<file path="src/rtl/mblock_stage_sequencer.sv">
// Steps the shared memory block through the four instruction stages.
// Stage 0 fetches the opcode; stages 1-3 take their block selector from it.
module mblock_stage_sequencer #(
  parameter int TIMEOUT = 16,
  parameter int CNT_W   = 5
) (
  input  logic       clk,
  input  logic       reset_n,
  input  logic       start,
  input  logic       halt,
  input  logic       execute_from_brom,
  input  logic [3:0] stage_req,
  input  logic       mem_ready,
  input  logic [7:0] mem_rdata,
  output logic [1:0] grant,
  output logic [1:0] mblock_selector,
  output logic       mem_valid,
  output logic [3:0] stage_ack,
  output logic [7:0] instruction_op,
  output logic       busy,
  output logic       timeout_err
);

  // Stage states share their low two bits with the stage index.
  typedef enum logic [2:0] {
    S0   = 3'd0,
    S1   = 3'd1,
    S2   = 3'd2,
    S3   = 3'd3,
    IDLE = 3'd4
  } state_t;

  state_t           state;
  logic             brom_lat;
  logic             halt_pending;
  logic [CNT_W-1:0] wait_cnt;

  state_t           state_next;
  logic             brom_next;
  logic             halt_next;
  logic [CNT_W-1:0] cnt_next;
  logic [7:0]       op_next;
  logic [3:0]       ack_next;
  logic             terr_next;
  logic             in_stage;
  logic [1:0]       idx;
  logic             advance;

  function automatic logic [1:0] selector_for(input state_t st, input logic [7:0] op,
                                              input logic brom);
    logic [1:0] sel;
    case (st)
      S0:      sel = {1'b0, brom};
      S1:      sel = op[1:0];
      S2:      sel = op[3:2];
      S3:      sel = op[5:4];
      default: sel = 2'b00;
    endcase
    return sel;
  endfunction

  assign in_stage  = (state != IDLE);
  assign idx       = state[1:0];
  assign mem_valid = in_stage & stage_req[idx];

  // Next-state, handshake, timeout and halt bookkeeping.
  always_comb begin
    state_next = state;
    brom_next  = brom_lat;
    halt_next  = halt_pending;
    cnt_next   = wait_cnt;
    op_next    = instruction_op;
    ack_next   = 4'b0000;
    terr_next  = timeout_err;
    advance    = 1'b0;
    if (!in_stage) begin
      if (start) begin
        state_next = S0;
        brom_next  = execute_from_brom;
        cnt_next   = {CNT_W{1'b0}};
        terr_next  = 1'b0;
        halt_next  = halt;
      end else begin
        state_next = IDLE;
      end
    end else begin
      if (halt) begin
        halt_next = 1'b1;
      end else begin
        halt_next = halt_pending;
      end
      if (!stage_req[idx]) begin
        advance = 1'b1;
      end else if (mem_ready) begin
        advance  = 1'b1;
        ack_next = 4'b0001 << idx;
        if (state == S0) begin
          op_next = mem_rdata;
        end else begin
          op_next = instruction_op;
        end
      end else if (wait_cnt == CNT_W'(TIMEOUT - 1)) begin
        state_next = IDLE;
        terr_next  = 1'b1;
        halt_next  = 1'b0;
      end else begin
        cnt_next = wait_cnt + {{(CNT_W-1){1'b0}}, 1'b1};
      end
      if (advance) begin
        cnt_next = {CNT_W{1'b0}};
        case (state)
          S0:      state_next = S1;
          S1:      state_next = S2;
          S2:      state_next = S3;
          S3: begin
            // A halt seen on the final cycle still ends the run here.
            if (halt_pending || halt) begin
              state_next = IDLE;
              halt_next  = 1'b0;
            end else begin
              state_next = S0;
              brom_next  = execute_from_brom;
            end
          end
          default: state_next = IDLE;
        endcase
      end else begin
        state_next = state_next;
      end
    end
  end

  // Register state and all derived outputs from the next-state values.
  always_ff @(posedge clk) begin
    if (!reset_n) begin
      state           <= IDLE;
      brom_lat        <= 1'b0;
      halt_pending    <= 1'b0;
      wait_cnt        <= {CNT_W{1'b0}};
      instruction_op  <= 8'h00;
      stage_ack       <= 4'b0000;
      timeout_err     <= 1'b0;
      grant           <= 2'b00;
      mblock_selector <= 2'b00;
      busy            <= 1'b0;
    end else begin
      state           <= state_next;
      brom_lat        <= brom_next;
      halt_pending    <= halt_next;
      wait_cnt        <= cnt_next;
      instruction_op  <= op_next;
      stage_ack       <= ack_next;
      timeout_err     <= terr_next;
      grant           <= (state_next == IDLE) ? 2'b00 : state_next[1:0];
      mblock_selector <= selector_for(state_next, op_next, brom_next);
      busy            <= (state_next != IDLE);
    end
  end

endmodule

</file>
<file path="config.mk">
export PLATFORM = sky130hd
export DESIGN_NAME = mblock_stage_sequencer
export DESIGN_NICKNAME = d
export VERILOG_FILES = /design/src/rtl/mblock_stage_sequencer.sv
export SDC_FILE = /design/constraint.sdc
export NUM_CORES = 1
export LEC_CHECK = 0
export ABC_AREA = 1
export CORE_MARGIN = 2
export CORE_UTILIZATION = 35
export DETAILED_ROUTE_END_ITERATION = 8
export SKIP_LAST_GASP = 1
export SLEW_MARGIN = 10
export SYNTH_ARGS = -nofsm -noshare
export SYNTH_HDL_FRONTEND = slang
export SYNTH_SLANG_ARGS = --single-unit
</file>
<file path="constraint.sdc">
create_clock -name clk -period 3.7 [get_ports clk]
set_input_delay 0.555 -clock clk [delete_from_list [all_inputs] [get_ports clk]]
set_output_delay 0.555 -clock clk [all_outputs]
set_load 0.02 [all_outputs]
</file>
==> impl_metrics.env <==
export IMPL_wl_um=3190
export IMPL_synth_distinct_cells=30
export IMPL_io_buffers=36
export IMPL_postCtsHoldBufs=0
export IMPL_finClkSkew_ps=4.16
export IMPL_clkSinkCount=28
export IMPL_ctsRootBufferMaster="clkbuf_8"
export IMPL_post_route_cells_drive_above_1_share_pct=13.3
export IMPL_core_area_um2=4000
export IMPL_p_per_area_nw_per_um2=440
export IMPL_fin_crit_ps=2730
export IMPL_peakVddDrop_mv=0.227
export IMPL_fillers=418
export IMPL_grt_use_met1_pct=22.7
export IMPL_busiest_layer="met1"
export IMPL_arrival_ps=2180
export IMPL_hpwl_um=2420
export IMPL_grtUsageMet2_pct=22.6
export IMPL_critPathRequiredTime_ps=3140
export IMPL_finalHoldViolations=0
export IMPL_fin_nets=261
export IMPL_gp_congestion=0.802
export IMPL_yosysSeqAreaShare_pct=38.6
export IMPL_fin_crit_sh_pct=73.8
export IMPL_antenna_found_initial=0
export IMPL_grt_usage_pct=15.5
export IMPL_cts_resized=0
export IMPL_post_cts_repair_setup_buffers=0
export IMPL_finalSetupViolations=0
export IMPL_yosys_area_top_type="dfxtp_1"
export IMPL_tightest_slew_ps=533
export IMPL_num_vias=1331
export IMPL_synth_cells=203
export IMPL_antenna_left=0
export IMPL_viasPerCell=4.59
export IMPL_cts_tree="built"
export IMPL_slew_headroom_pct=64.2
export IMPL_diodes=0
export IMPL_grt_setup_unrepaired="no"
export IMPL_timing_fmax_mhz=366
export IMPL_yosysWarningCount=0
export IMPL_use_met3_pct=2.14
export IMPL_synth_area_leaders="dfxtp_1, nand2_1, inv_1, nor2_1, nand3_1"
export IMPL_synth_top_area_share_pct=38.6
export IMPL_ys_ff_latch=28
export IMPL_area_delta_synth_final_pct=32.2
export IMPL_cts_buffers=3
export IMPL_io_pins=37
export IMPL_num_rows=23
export IMPL_tns_ps=0
export IMPL_grt_overflow=0
export IMPL_syn_avg_cell_area_um2=7.16
export IMPL_cts_buffer_depth=2
export IMPL_finalPower_mw=0.844
export IMPL_worstPathMaxFanout=13
export IMPL_netlist_area_um2=1450
export IMPL_syn_num_nets=223
export IMPL_post_route_util_pct=48.0
export IMPL_dieHeight_um=68.4
export IMPL_first_pass_iters=4
export IMPL_first_global_vias=1196
export IMPL_hold_class="reg2reg"
export IMPL_clkTransAtPathRegs_ps=100
export IMPL_grt_pass1_wl_um=5490
export IMPL_clk_latency_ps=280
export IMPL_drc=0
export IMPL_start_kind="input port"
export IMPL_power_leakage_nw=0.835
export IMPL_worst_setup_path_type="in2out"
export IMPL_grt_max_degree=19
export IMPL_die_area_um2=4680
export IMPL_cap_violations=0
export IMPL_end_kind="output pin"
export IMPL_outcome="finished, final reports clean"
export IMPL_finalMaxSlewViolations=0
export IMPL_drtIter0Drc=54
export IMPL_start_util_pct=36.3
export IMPL_htree_levels=1
export IMPL_die_x_um=68.4
export IMPL_routedWlPerCell_um=11.0
[area by class of cell]
| cell class | count | area, um2 | area share, % |
|---|---|---|---|
| flip-flops and latches | 28 | 561 | 29.2 |
| well taps | 50 | 62.6 | 3.26 |
| repair buffers | 36 | 360 | 18.8 |
| clock inverters | 1 | 30.0 | 1.56 |
| clock buffers | 3 | 41.3 | 2.15 |
| multi-input cells | 142 | 753 | 39.2 |
| inverters | 30 | 113 | 5.86 |
[critical path, cell delays in order]
cell	delay [ps]
clkdlybuf4s50_1	450
nand2_1	40
nand2_1	80
nand2_2	60
nand2_4	170
nand2_1	120
inv_1	90
clkdlybuf4s50_1	600
[logic make-up after synthesis]
logic type / count (synthesis) / synth area share [%]
compound gates: 24 / 10.3
flops: 28 / 38.6
simple gates: 116 / 39.8
buf+inv: 33 / 9.56
fa+ha+maj: 2 / 1.72
[layer usage]
metal  up-vias  share of wire (%)  wire [um]
met1       580                 52       1660
met5         -                  0          0
met2        24                 42       1350
met3         5                3.9        123
met4         0                1.8         58
li1        722                  -          -
[flip-flops by register name, indices dropped and copies added, names as in the netlist]
| name | count |
|---|---|
| instruction_op | 8 |
| wait_cnt | 5 |
| stage_ack | 4 |
| state | 3 |
| grant | 2 |
| mblock_selector | 2 |
| brom_lat | 1 |
| busy | 1 |
| halt_pending | 1 |
| timeout_err | 1 |
[layout by cell type, fill, tap and decap left out, drive strengths merged, types with 4 or more instances in the layout]
cell type | Yosys | layout
nand2 | 62 | 62
clkdlybuf4s50 | 0 | 36
inv | 29 | 29
dfxtp | 28 | 28
nor2 | 27 | 27
nand3 | 16 | 16
a21oi | 11 | 11
o21ai | 6 | 6
nand4 | 4 | 4
nor3 | 4 | 4
[synthesized netlist by cell type]
| cell | instances |
|---|---|
| nand4_1 | 4 |
| nand2_1 | 50 |
| or2_0 | 1 |
| o21ai_1 | 1 |
| o211ai_2 | 2 |
| clkbuf_1 | 1 |
| inv_2 | 6 |
| a21oi_1 | 11 |
| ha_1 | 2 |
| dfxtp_1 | 28 |
| nor2_4 | 1 |
| nor3_4 | 1 |
| nor2_1 | 22 |
| nand2_4 | 4 |
| nor3b_1 | 1 |
| a31oi_1 | 1 |
| nor2_2 | 3 |
| inv_1 | 23 |
| nor3_1 | 3 |
| nor2_8 | 1 |
| o211ai_1 | 1 |
| a22oi_1 | 1 |
| o21a_1 | 2 |
| nand2_2 | 8 |
| o21ai_2 | 1 |
| buf_6 | 2 |
| clkinv_1 | 1 |
| nand3_1 | 16 |
| nor3b_2 | 1 |
| o21ai_0 | 4 |
[worst paths after layout]
kind	start	to	slack, ps	cells past startpoint
setup / recovery	stage_req[3]	mem_valid	970	8
hold / removal	instruction_op[7]	instruction_op[7]	470	2
setup reg to reg	state[0]	mblock_selector[0]	1800	10
hold reg to reg	instruction_op[7]	instruction_op[7]	470	2
[where the power goes]
part / switching (mW) / internal, mW
sequential: 0.0186 / 0.324
clock: 0.102 / 0.145
combinational: 0.158 / 0.0969
[through the flow]
step           std cells  hold WS, ps  instance area, um2  setup slack, ps
3_3_place_gp         286          452                1850              975
6_report             290          467                1920              970
5_1_grt              290          496                1920              848
2_1_floorplan        203          435                1450             2090
4_1_cts              290          470                1920              958
3_5_place_dp         286          455                1850              957
Power figures use the tool's default switching activity.
